**src/rtl/multiplier.sv**
```systemverilog
`timescale 1ns/1ps
// multiplier: multicycle 32x32->64 MULT/MULTU for the execute stage.
// Radix-2 shift-add on operand magnitudes, one partial product per cycle.
// The sign is applied once at the end. The request is held in `valid`
// until the one-cycle `done` pulse, and the product appears on `c` as {hi, lo}.
module multiplier (
  input  logic        clk,
  input  logic        resetn,
  input  logic        valid,
  input  logic        is_signed,
  input  logic [31:0] a,
  input  logic [31:0] b,
  input  logic        flush,
  output logic        busy,
  output logic        done,
  output logic [63:0] c
);

  typedef enum logic [1:0] {
    ST_IDLE = 2'd0,
    ST_BUSY = 2'd1,
    ST_FIN  = 2'd2
  } state_t;

  // Number of shift-add iterations, one per multiplier bit
  localparam logic [5:0] ITERATIONS = 6'd32;

  state_t      state_q, state_d;
  logic [5:0]  count_q, count_d;
  logic [63:0] p_q,     p_d;
  logic [31:0] mcand_q, mcand_d;
  logic        neg_q,   neg_d;
  logic [63:0] c_q,     c_d;
  logic        done_q,  done_d;

  // Operand conditioning and datapath intermediates
  logic [31:0] a_mag;
  logic [31:0] b_mag;
  logic        neg_in;
  logic [32:0] sum;
  logic [63:0] p_iter;
  logic [63:0] c_final;

  // Operand magnitudes: negate only signed negatives. 0x80000000 maps to
  // itself, which is the right magnitude when read as unsigned.
  always_comb begin
    a_mag  = a;
    b_mag  = b;
    neg_in = 1'b0;
    if (is_signed) begin
      if (a[31]) a_mag = ~a + 32'd1;
      if (b[31]) b_mag = ~b + 32'd1;
      neg_in = a[31] ^ b[31];
    end
  end

  // One shift-add step: add the multiplicand into the high half when the
  // current multiplier bit is set. Then shift the 65-bit {carry, p} right by one.
  always_comb begin
    sum    = {1'b0, p_q[63:32]} + (p_q[0] ? {1'b0, mcand_q} : 33'd0);
    p_iter = {sum, p_q[31:1]};
  end

  // Sign fix-up of the unsigned magnitude product (64-bit wrap-around)
  always_comb begin
    c_final = neg_q ? (~p_q + 64'd1) : p_q;
  end

  // Next-state logic. Flush overrides everything, including FIN completion.
  // Partial results are simply abandoned because IDLE reloads them.
  always_comb begin
    state_d = state_q;
    count_d = count_q;
    p_d     = p_q;
    mcand_d = mcand_q;
    neg_d   = neg_q;
    c_d     = c_q;
    done_d  = 1'b0;

    if (flush) begin
      state_d = ST_IDLE;
    end else begin
      case (state_q)
        ST_IDLE: begin
          if (valid) begin
            mcand_d = a_mag;
            neg_d   = neg_in;
            p_d     = {32'd0, b_mag};
            count_d = ITERATIONS;
            state_d = ST_BUSY;
          end
        end
        ST_BUSY: begin
          p_d     = p_iter;
          count_d = count_q - 6'd1;
          if (count_q == 6'd1) begin
            state_d = ST_FIN;
          end
        end
        ST_FIN: begin
          c_d     = c_final;
          done_d  = 1'b1;
          state_d = ST_IDLE;
        end
        default: begin
          state_d = ST_IDLE;
        end
      endcase
    end
  end

  // State and datapath registers with asynchronous active-low reset
  always_ff @(posedge clk or negedge resetn) begin
    if (!resetn) begin
      state_q <= ST_IDLE;
      count_q <= 6'd0;
      p_q     <= 64'd0;
      mcand_q <= 32'd0;
      neg_q   <= 1'b0;
      c_q     <= 64'd0;
      done_q  <= 1'b0;
    end else begin
      state_q <= state_d;
      count_q <= count_d;
      p_q     <= p_d;
      mcand_q <= mcand_d;
      neg_q   <= neg_d;
      c_q     <= c_d;
      done_q  <= done_d;
    end
  end

  assign busy = (state_q != ST_IDLE);
  assign done = done_q;
  assign c    = c_q;

endmodule

```
**config.mk**
```make
export PLATFORM = sky130hd
export DESIGN_NAME = multiplier
export DESIGN_NICKNAME = d
export VERILOG_FILES = /design/src/rtl/multiplier.sv
export SDC_FILE = /design/constraint.sdc
export NUM_CORES = 1
export LEC_CHECK = 0
export ABC_AREA = 1
export BUFFER_PORTS_ARGS = -buffer_cell sky130_fd_sc_hd__clkbuf_2
export CORE_UTILIZATION = 35
export CTS_BUF_LIST = sky130_fd_sc_hd__clkbuf_2 sky130_fd_sc_hd__clkbuf_4 sky130_fd_sc_hd__clkbuf_8
export DETAILED_ROUTE_END_ITERATION = 8
export GPL_TIMING_DRIVEN = 0
export PLACE_DENSITY = 0.49
export SKIP_LAST_GASP = 1
export SYNTH_ARGS = -nofsm -noshare
export SYNTH_HDL_FRONTEND = slang
export SYNTH_SLANG_ARGS = --single-unit
```
**constraint.sdc**
```tcl
create_clock -name clk -period 4.4 [get_ports clk]
set_input_delay 0.22 -clock clk [delete_from_list [all_inputs] [get_ports clk]]
set_output_delay 0.22 -clock clk [all_outputs]
set_load 0.03 [all_outputs]
```
[After elaboration in Yosys (flattened, before gate mapping)]
Index checks and enable logic that the tools add are counted.
Operators by class
  div/mod/pow operators: 0
  multiplexer cells: 17
  $lt $le $gt $ge: 0
  shift-type cells: 0
  bitwise gates (word level): 5
  eq/ne operators: 6
  reduce and logical (&&, ||, !) cells: 7
  add/sub/neg operators: 5
  $mul: 0
Operators with widths (number)
  2-to-1 mux 32 bit: 5
  2-to-1 mux 64 bit: 2
  one-hot mux 64 bit (2 select lines): 1
  adder 32 x 1 -> 32 bit, second input constant: 2
  adder 64 x 1 -> 64 bit, second input constant: 1
  inverter 32 bit: 2
  inverter 64 bit: 1
  adder 32 x 32 -> 33 bit: 1
  one-hot mux 6 bit (2 select lines): 1
  == test 6 x 1 -> 1 bit, second input constant: 1
  2-to-1 mux 2 bit: 3
  2-to-1 mux 6 bit: 1
  inequality test 3 bit, second input constant: 2
  AND reduction 3 bit: 2
  subtractor 6 x 1 -> 6 bit, second input constant: 1
  one-hot mux 2 bit (2 select lines): 1
  AND reduction 2 bit: 2
  nonzero test 2 bit: 2
  2-to-1 mux 1 bit: 3
  == test 2 x 1 -> 1 bit, second input constant: 1
  == test 2 bit, second input constant: 1
  logical NOT 2 bit: 1
  inequality test 2 bit, second input constant: 1
  inverter 1 bit: 1
  XOR 1 bit: 1
Storage, ports and cells
  register bits after elaboration: 170
  output and inout bits: 66
  bits in read-only memories: 0
  latch bits: 0
  RAM bits: 0
  memories: 0
  input port bits: 69

[Logic depth before layout (Yosys ltp)]
  word-level depth: 6
  mapped depth: 19

[Worst setup path before layout]
Ideal clock, no wire load.
  path type: reg-to-reg
  start point: register p_q[0]
  end point: register p_q[47]
  cell stages (with the launch flop): 18
  slack: 2.084 ns
  period minus slack after synthesis: 2.316 ns
  setup time: 0.126 ns
  data arrival time: 2.189 ns
  cells stage by stage: dfrtp_1 buf_6 clkbuf_1 nand2_1 inv_1 ha_1 inv_1 fa_1 inv_1 nand3_1 nand3_1 nand2_1 nand2_1 inv_1 o21ai_0 nand2_1 nand2_1 o21ai_0
Between the ends
  word-level cells in the longest chain between the ends: 3
RTL lines
  start, declared: RTL line 30  | logic [63:0] p_q, p_d;
  start signal, assigned: RTL line 125  | p_q <= p_d;
  2-to-1 mux 32 bit: RTL line 60  | sum = {1'b0, p_q[63:32]} + (p_q[0] ? {1'b0, mcand_q} : 33'd0);
  adder 32 x 32 -> 33 bit: RTL line 60
  one-hot mux 64 bit (2 select lines): RTL line 83  | case (state_q)
No other way between the ends.
A chain may end at the register's enable or synchronous reset.

[Final worst setup path]
Ends and elaborated chain as after synthesis.

==> summary.md <==
| Metric | Value |
|---|---|
| Hold Path Cell Cnt | 3 |
| CTS tree | done |
| PD cells | about 420 mW/mm^2 |
| Final hold violations | 0 |
| Worst min-delay path category | primary input to register |
| Vias in the first global route | between 10000 and 15000 |
| Final max-slew violation count | 0 |
| Nets | between 2000 and 2500 |
| Initial antenna violation count | 0 |
| Cell row count | 70 |
| Antenna Nets Post-Route | 0 |
| Clock sink count | 170 |
| N_diodes | 0 |
| Status | completed |
| Vias per cell | approximately 5.0 |
| First-pass GRT wire length | between 70000 and 80000 um |
| FF-to-FF path depth | 17 |
| RSZ-0062 raised after global routing | false |
| Clock latency at the later pin of the worst-skew pair | around 0.51 ns |
| DIE WIDTH | 196 um |
| RePlAce Congestion | just over 0.9 |
| Register area share after synthesis | roughly 32% |
| Async set-reset flop share out of synthesis | between 90% and 100% |
| CP Data Required Time | between 4 and 5 ns |
| Critical path class | register to register |
| GR Util All Layers | a little over a quarter |
| Min Tclk post-route | ~3.0 ns |
| Syn Nets | 2216 |
| GRT overflow | 0 |
| Critical Path Start Type | register |
| Setup TNS | 0 ns |
| CTS Buffer Depth | 2 |
| Reg2reg end | p_q[47]$_DFFE_PN0P_ |
| Pin count of the biggest net entering global routing | about 110 |
| Post-route setup slack | around 1.4 ns |
| Worst reg2reg setup slack | around 1.4 ns |
| Initial DRC count | 857 |
| Synthesized flop and latch total | 170 |
| Fin crit share | between 60 and 70% |
| Die height | a little under 200 um |
| Share of post-route cells with drive strength above 1 | under 10% |
| Max_slew headroom | 39.5% |
| Dpl hpwl | between 30000 and 40000 um |
| Total power | 6.30 mW |
| Die area | about 0.038 sq mm |
| Mapped Cells | roughly 2100 |
| H-tree levels | 4 |
| R2r startpoint | p_q[0]$_DFFE_PN0P_ |
| WHS Endpoint | mcand_q[1]$_DFFE_PN0P_ |
| Mapped Area | between 0.01 and 0.015 sq mm |
| Num CTS Buffers | 17 |
| Max Clock Skew | 0.0159 ns |
| Peak Freq | about 330 MHz |
| Routed wire per std cell | approximately 18 um |
| Drt drc | 0 |
| P&R area growth vs syn | 13.8% |
| CP Capture Type | register |
| Hold wc startpoint | a[1] |
| IR drop worst, VDD | around 0.2 mV |
| Worst-path clk slew | ~0.10 ns |
| I/O pin count | about 140 |
| Setup Viol. Count Final | 0 |
| Worst slew pin tran | 0.901 ns |
| Initial Util | a little over a third |
| Core area | ~0.037 sq mm |
| Setup bufs post-CTS | 0 |
| Final Routed Wirelength | a little under 50000 um |
| DR pass1 iterations | 5 |
| Dominant synthesized flop cell | dfrtp_1 |
| Count of cell types in the netlist | 43 |
| CP arrival | 3.41 ns |
| # Max-Cap Violations | 0 |
| Clk root buf | clkbuf_8 |
| Crit-path max FO | 10 |
| Number of enable flip-flop cells after synthesis | 0 |
| DP Worst Slack | between 1 and 1.5 ns |
| IO buf count | about 130 |
| Total number of vias | around 14000 |
| Mean Syn Cell Area | 6.22 sq um |
| Synth warn | 0 |
| LEAKAGE | between 8 and 9 nW |
## per-stage QoR
| step | hold slack, ns | cell area [sq um] | instances | util [%] |
|---|---|---|---|---|
| 6_report | 0.0275 | 14900 | 2751 | 40.6 |
| 5_1_grt | 0.0217 | 14900 | 2751 | 40.6 |
| 4_1_cts | 0.00872 | 14900 | 2751 | 40.6 |
| 3_5_place_dp | 0.258 | 14400 | 2712 | 39.2 |
| 3_3_place_gp | 0.462 | 14400 | 2711 | 39.1 |
| 2_1_floorplan | -0.0756 | 13100 | 2109 | - |
## layer usage
metal	track usage [%]	part of all wire, %
met1	38.7	51
met2	39.3	42
met3	4.25	5.1
met4	6.85	1.9
met5	0	0
## how the worst max path moves through the flow
stage / start / end / slack, ns
2_1_floorplan: p_q[0]$_DFFE_PN0P_ / p_q[47]$_DFFE_PN0P_ / 2.08
3_3_place_gp: resetn / mcand_q[26]$_DFFE_PN0P_ / -0.21
3_5_place_dp: p_q[0]$_DFFE_PN0P_ / p_q[47]$_DFFE_PN0P_ / 1.40
4_1_cts: p_q[0]$_DFFE_PN0P_ / p_q[47]$_DFFE_PN0P_ / 1.36
5_1_grt: p_q[0]$_DFFE_PN0P_ / p_q[61]$_DFFE_PN0P_ / 1.06
6_report: p_q[0]$_DFFE_PN0P_ / p_q[47]$_DFFE_PN0P_ / 1.39
## cell families after synthesis
kind of cell,share of synthesized area [%]
XOR/XNOR,3.00
AND/OR/NAND/NOR,40.5
buffers and inverters,9.73
flip-flops,32.4
adder cells (fa/ha/maj),3.68
AO/OA/AOI/OAI,10.7
## timing repair
| item | CTS | global route |
|---|---|---|
| hold buffers | 7 | 0 |
| hold endpoints to repair | 72 | 0 |
| resized for setup | 0 | 0 |
## registers in the layout, indices dropped and copies added (netlist names)
signal / flops
p_q: 64
neg_q: 1
done: 1
mcand_q: 32
c: 64
state_q: 2
count_q: 6
## worst max-delay path, cell delays in order, from the launching register on
cell	delay [ns]
dfrtp_1	0.36
buf_6	0.13
clkbuf_1	0.38
nand2_1	0.10
inv_1	0.09
ha_1	0.19
inv_1	0.06
fa_1	0.36
inv_1	0.13
nand3_1	0.09
nand3_1	0.18
nand2_1	0.07
nand2_1	0.14
inv_1	0.05
o21ai_0	0.35
nand2_1	0.09
nand2_1	0.07
o21ai_0	0.06
## area by class of cell
type	instances	area [sq um]
flip-flops and latches	170	4250
inverters	267	1000
clock buffers	17	234
repair buffers	142	777
fillers	4148	21900
well taps	468	586
multi-input cells	1612	7590
clock inverters	15	213
plain buffers	60	273
## Yosys cell counts (4+ instances only)
| master | number | area (sq um) |
|---|---|---|
| nand2_1 | 768 | 2880 |
| inv_1 | 263 | 987 |
| nor2_1 | 224 | 841 |
| nand3_1 | 182 | 911 |
| dfrtp_1 | 170 | 4250 |
| o21ai_0 | 139 | 696 |
| a21oi_1 | 75 | 375 |
| xor2_1 | 42 | 368 |
| nand4_1 | 38 | 238 |
| ha_1 | 37 | 463 |
| clkbuf_1 | 33 | 124 |
| nor3_1 | 18 | 90.1 |
| buf_2 | 15 | 75.1 |
| o211ai_1 | 11 | 82.6 |
| nand3b_1 | 10 | 75.1 |
| buf_1 | 8 | 30.0 |
| a22oi_1 | 6 | 45.0 |
| nand2_2 | 6 | 37.5 |
| o21ai_1 | 6 | 30.0 |
| a31oi_1 | 5 | 31.3 |
| and3_1 | 4 | 25.0 |
| nor2_2 | 4 | 25.0 |
| nor2_4 | 4 | 45.0 |
| nor4_1 | 4 | 25.0 |
| o21ai_4 | 4 | 65.1 |
## cells in the final DEF (no fill, tap or decap), types with 4 or more instances in the layout
cell and n:
a21oi_1 75, a22oi_1 6, a31oi_1 5, and3_1 4, buf_1 8, buf_2 15
bufinv_16 4, clkbuf_1 33, clkbuf_2 133, clkbuf_8 19, clkinvlp_4 4, dfrtp_1 170
dlygate4sd3_1 7, ha_1 37, inv_1 263, inv_6 4, nand2_1 768, nand2_2 6
nand3_1 182, nand3b_1 10, nand4_1 38, nor2_1 224, nor2_2 4, nor2_4 4
nor3_1 18, nor4_1 4, o211ai_1 11, o21ai_0 139, o21ai_1 6, o21ai_4 4
xor2_1 42
## power by group
group	switching, mW	total (mW)	internal, mW
sequential	0.385	2.23	1.84
combinational	1.92	2.77	0.847
clock	0.677	1.31	0.631
total	2.98	6.30	3.32
Power figures use the tool's default switching activity.
